`src/rtl/mult_wb_ctrl.sv`:
```
// Writeback controller behind the execute stage. ALU results are registered straight into
// writeback; multiplies are started with a doMult pulse and retired when execute reports mult_done.
module mult_wb_ctrl #(
   parameter int unsigned TIMEOUT = 64,  // WAIT cycles before abort, 2..255
   parameter int unsigned CW      = 8    // watchdog width, 2**CW > TIMEOUT
) (
   input  logic        clk,
   input  logic        reset,
   input  logic        instr_valid,
   input  logic [5:0]  ALU_ctr,
   input  logic        reg_wr,
   input  logic [4:0]  rd,
   input  logic [31:0] exec_out,
   input  logic        mult_done,
   output logic        doMult,
   output logic        stall,
   output logic        wb_en,
   output logic [4:0]  wb_rd,
   output logic [31:0] wb_data,
   output logic        mult_err,
   output logic [1:0]  dbg_state
);

   // Handshake: doMult is a one-cycle start pulse; mult_done is a level that only counts in
   // WAIT; stall holds PC/decode (and ALU_ctr) stable from acceptance until done is seen.
   typedef enum logic [1:0] {
      S_IDLE  = 2'd0,
      S_ISSUE = 2'd1,
      S_WAIT  = 2'd2
   } state_e;

   localparam logic [CW-1:0] LAST_CNT = CW'(TIMEOUT - 1);

   state_e        state_q,    state_d;
   logic          do_mult_q,  do_mult_d;
   logic          wb_en_q,    wb_en_d;
   logic [4:0]    wb_rd_q,    wb_rd_d;
   logic [31:0]   wb_data_q,  wb_data_d;
   logic          mult_err_q, mult_err_d;
   logic [4:0]    held_rd_q,  held_rd_d;
   logic          held_wr_q,  held_wr_d;
   logic [CW-1:0] cnt_q,      cnt_d;
   logic          is_mult;

   assign is_mult = (ALU_ctr == 6'h0e) | (ALU_ctr == 6'h16);

   always_comb begin
      state_d    = state_q;
      wb_en_d    = 1'b0;
      wb_rd_d    = wb_rd_q;
      wb_data_d  = wb_data_q;
      mult_err_d = mult_err_q;
      held_rd_d  = held_rd_q;
      held_wr_d  = held_wr_q;
      cnt_d      = cnt_q;
      case (state_q)
         S_IDLE: begin
            if (instr_valid) begin
               if (is_mult) begin
                  held_rd_d = rd;
                  held_wr_d = reg_wr;
                  cnt_d     = '0;
                  state_d   = S_ISSUE;
               end else begin
                  wb_data_d = exec_out;
                  wb_rd_d   = rd;
                  wb_en_d   = reg_wr;
               end
            end
         end
         S_ISSUE: begin
            state_d = S_WAIT;
         end
         S_WAIT: begin
            if (mult_done) begin
               wb_data_d = exec_out;
               wb_rd_d   = held_rd_q;
               wb_en_d   = held_wr_q;
               state_d   = S_IDLE;
            end else if (cnt_q == LAST_CNT) begin
               mult_err_d = 1'b1;
               state_d    = S_IDLE;
            end else begin
               cnt_d = cnt_q + CW'(1);
            end
         end
         default: begin
            state_d = S_IDLE;
         end
      endcase
      do_mult_d = (state_d == S_ISSUE);
   end

   always_ff @(posedge clk) begin
      if (reset) begin
         state_q    <= S_IDLE;
         do_mult_q  <= 1'b0;
         wb_en_q    <= 1'b0;
         wb_rd_q    <= '0;
         wb_data_q  <= '0;
         mult_err_q <= 1'b0;
         held_rd_q  <= '0;
         held_wr_q  <= 1'b0;
         cnt_q      <= '0;
      end else begin
         state_q    <= state_d;
         do_mult_q  <= do_mult_d;
         wb_en_q    <= wb_en_d;
         wb_rd_q    <= wb_rd_d;
         wb_data_q  <= wb_data_d;
         mult_err_q <= mult_err_d;
         held_rd_q  <= held_rd_d;
         held_wr_q  <= held_wr_d;
         cnt_q      <= cnt_d;
      end
   end

   // Stall releases in the same cycle done is seen so the next instruction follows at once.
   assign stall = ((state_q == S_IDLE) & instr_valid & is_mult) |
                  (state_q == S_ISSUE) |
                  ((state_q == S_WAIT) & ~mult_done);

   assign doMult    = do_mult_q;
   assign wb_en     = wb_en_q;
   assign wb_rd     = wb_rd_q;
   assign wb_data   = wb_data_q;
   assign mult_err  = mult_err_q;
   assign dbg_state = state_q;

   a_domult_pulse: assert property (@(posedge clk) disable iff (reset) doMult |=> !doMult);
   a_err_sticky:   assert property (@(posedge clk) disable iff (reset) mult_err |=> mult_err);

endmodule

```
`config.mk`:
```
export PLATFORM = sky130hd
export DESIGN_NAME = mult_wb_ctrl
export DESIGN_NICKNAME = d
export VERILOG_FILES = /design/src/rtl/mult_wb_ctrl.sv
export SDC_FILE = /design/constraint.sdc
export NUM_CORES = 1
export LEC_CHECK = 0
export ABC_AREA = 1
export BUFFER_PORTS_ARGS = -buffer_cell sky130_fd_sc_hd__buf_2
export CAP_MARGIN = 20
export CORE_AREA = 4 4 81 83
export CTS_BUF_LIST = sky130_fd_sc_hd__clkbuf_4
export CTS_CLUSTER_SIZE = 24
export DETAILED_ROUTE_END_ITERATION = 12
export DIE_AREA = 0 0 85 87
export GPL_TIMING_DRIVEN = 0
export HOLD_SLACK_MARGIN = 0.02
export PLACE_DENSITY = 0.66
export RECOVER_POWER = 25
export SLEW_MARGIN = 15
export SYNTH_ARGS = -nofsm -noshare
export SYNTH_HDL_FRONTEND = slang
export SYNTH_SLANG_ARGS = --single-unit
```
`constraint.sdc`:
```
create_clock -name clk -period 3.1 [get_ports clk]
set_clock_uncertainty 0.05 [all_clocks]
set_input_delay 0.155 -clock clk [delete_from_list [all_inputs] [get_ports clk]]
set_output_delay 0.155 -clock clk [all_outputs]
set_load 0.1 [all_outputs]
```
==> impl_metrics.yaml <==
worst_setup_path:
  required_ps: 2890
  critical_path_buf_inv_count: 2
  critical_path.slowest_cell: "buf_2"
  path_class: "flop to primary output"
  r2r_slack_ps: 1330
  critPathLaunchType: "flop"
  path_max_fanout: 10
  cp.arrival_ps: 1920
  cpPeakStageDelay_ps: 430
  reg2reg_from: "cnt_q[0]"
  cp_top_family: "buffers and inverters"
  crit_chain: "nor3_1 -> nand2_1 -> clkbuf_1 -> nand3_1 -> buf_2"
  r2r_cells: 9
  r2r_end: "cnt_q[0]"
  cp-end-kind: "primary output"
floorplan:
  dieHeight_um: 87
  coreArea_sq_um: 5851
  io_pins: 91
  die-area_sq_um: 7395
  initial_core_util_pct: 38.94
  fp.dieW_um: 85
  rows: 28
cts:
  cts_buffers: 5
  clock_latency_ps: 380
  h-tree-depth: 2
  cts_resized: 0
  clk_pin_slew_worst_paths_ps: 140
  clockBufferDepth: 2
  cts.sinks: 56
  clockRootBuffer: "clkbuf_4"
  tritoncts: "yes"
min_path:
  worstHoldPathType: "input pin to flop"
  min_to: "held_rd_q[3]"
  hp-start: "rd[3]"
  holdPathStages: 3
flow_run:
  maxCapViolations: 0
yosys:
  synthCells: 314
  yosysWarnings: 0
  synth.distinct_cells: 22
  ys_seq_area_share_pct: 49.20
  synth-seq-cells: 56
  syn_avg_cell_area_sq_um: 7.256
  synth_nets: 363
  netlist_area_sq_um: 2278
cells_and_area:
  fillers: 554
  num-nets-final: 498
  multi_input_area_sq_um: 960.9
  drive_gt1_share_pct: 20.67
  syn_to_final_growth_pct: 41.90
  regArea_sq_um: 1121
  n_antenna_cell: 0
routing:
  drc: 0
  wire_per_inst_um: 11.71
  initialDrtViolationCount: 103
  ant_nets: 0
  drt_pre_antenna_iters: 4
  viasPerCell: 4.606
  vias: 2418
  routed_wl_um: 6150
global_routing:
  grt_pass1_vias: 2265
  grt_first_pass_wirelength_um: 10270
  grt.overflow.total: 0
  grt_antenna_before_repair: 0
  track_usage_pct: 16.90
  grt_max_degree: 18
sta:
  max_freq_ghz: 0.4699
  fin_crit_ps: 2128
  holdWs_ps: 37.15
  rsz0062_at_grt: "no"
  timing_hold_violations_final: 0
  slew_violations: 0
  period_share_pct: 68.65
  setup_viol: 0
  relSlewSlack_pct: 19.21
  worstMarginPinSlew_ps: 1217
  setup-tns-final_ps: 0
placement:
  dp_hpwl_um: 4337
  place.gp.congestion: 0.8802
  port_buffers: 90
pwr:
  leakage_nw: 1.513
  peakVddDrop_mv: 0.2946
  p_total_w: 0.001600
  power_density_nw_per_um2: 494.8
outcome:
  outcome: "finished, final reports clean"
## sequential cells by signal, summed over array words and instances, names as in the netlist
name / flops
wb_en: 1
cnt_q: 8
wb_data: 32
held_rd_q: 5
wb_rd: 5
held_wr_q: 1
doMult: 1
mult_err: 1
dbg_state: 2
## cell usage after synthesis
library cell  count  share of area, %
a21oi_1          17               3.7
buf_2             1              0.22
buf_4             2              0.66
buf_6             5               2.5
clkbuf_1          6              0.99
dfxtp_1          56                49
ha_1              1              0.55
inv_1            21               3.5
inv_2             3              0.49
nand2_1          44               7.2
nand2_2           1              0.27
nand3_1          10               2.2
nand4_1           3              0.82
nor2_1           89                15
nor2_4            1              0.49
nor3_1            2              0.44
nor3b_1           1              0.33
o21a_1            2              0.66
o21ai_0          17               3.7
o21ai_1          30               6.6
xnor2_1           1              0.38
xor2_1            1              0.38
## per-layer routing
| layer | GRT usage (%) | wire, um | vias to the layer above |
|---|---|---|---|
| met3 | 3.122 | 352 | 15 |
| li1 | - | - | 1273 |
| met4 | 6.475 | 159 | 0 |
| met5 | 0 | 0 | - |
| met1 | 20.64 | 2767 | 1055 |
| met2 | 29.45 | 2871 | 75 |
## metrics by stage
step | utilization, % | setup slack (ps) | cells | cell area (sq um)
2_1_floorplan | - | 620.6 | 314 | 2278
3_3_place_gp | 48.25 | 1370 | 479 | 2823
3_5_place_dp | 48.25 | 1346 | 479 | 2823
4_1_cts | 55.75 | 979.8 | 525 | 3262
5_1_grt | 55.26 | 763.2 | 525 | 3233
6_report | 55.26 | 971.9 | 525 | 3233
## layout by cell type (no fill, tap or decap)
| cell type | netlist | final |
|---|---|---|
| ha_1 | 1 | 1 |
| xor2_1 | 1 | 1 |
| nand2_2 | 1 | 1 |
| inv_1 | 21 | 21 |
| clkinv_2 | 0 | 1 |
| clkbuf_1 | 6 | 23 |
| dfxtp_1 | 56 | 56 |
| xnor2_1 | 1 | 1 |
| o21a_1 | 2 | 2 |
| nand2_1 | 44 | 44 |
| nor3_1 | 2 | 2 |
| a21oi_1 | 17 | 17 |
| nor2_1 | 89 | 90 |
| nor3b_1 | 1 | 1 |
| inv_2 | 3 | 3 |
| clkbuf_4 | 0 | 6 |
| inv_6 | 0 | 1 |
| o21ai_0 | 17 | 17 |
| buf_2 | 1 | 74 |
| nand4_1 | 3 | 3 |
| nand3_1 | 10 | 10 |
| o21ai_1 | 30 | 30 |
| dlygate4sd3_1 | 0 | 38 |
| buf_4 | 2 | 2 |
| buf_6 | 5 | 5 |
## report_power, final
group / switching, W / internal, W
Sequential: 0.0000185 / 0.000759
Combinational: 0.000377 / 0.000114
Clock: 0.000231 / 0.000100
Total: 0.000626 / 0.000974
## tightest hold or removal path: stages
cell     delay [ps]
buf_2            90
o21ai_0          80
a21oi_1         100
## final cells by class
| cell class | instances | area share (%) |
|---|---|---|
| clock buffer | 6 | 1.393 |
| inverter | 24 | 2.786 |
| multi-input combinational | 220 | 29.72 |
| buffer | 14 | 3.019 |
| tap | 75 | 2.902 |
| timing repair buffer | 128 | 25.08 |
| sequential | 56 | 34.68 |
| clock inverter | 2 | 0.4257 |
## logic make-up after synthesis
group | after synthesis | share of synthesized area (%)
AND/OR/NAND/NOR | 151 | 26.47
AO/OA/AOI/OAI | 66 | 14.72
flip-flops | 56 | 49.20
buffers and inverters | 38 | 8.292
XOR/XNOR | 2 | 0.7689
adder cells (fa/ha/maj) | 1 | 0.5491
## repair_timing
| action | CTS | global route |
|---|---|---|
| buffers inserted | 0 | 0 |
| endpoints found under the hold margin | 39 | 0 |
| hold buffers | 38 | 0 |
## how the worst max path moves through the flow
stage / start / end / slack (ps) / depth (start not counted)
global placement: cnt_q[0] / cnt_q[0] / 1370 / 9
floorplan: dbg_state[0] / stall / 620 / 4
CTS: dbg_state[0] / stall / 980 / 5
detailed placement: cnt_q[0] / cnt_q[0] / 1350 / 9
finish: dbg_state[0] / stall / 970 / 5
global route: dbg_state[0] / stall / 760 / 5
(Power assumes the default switching activity.)
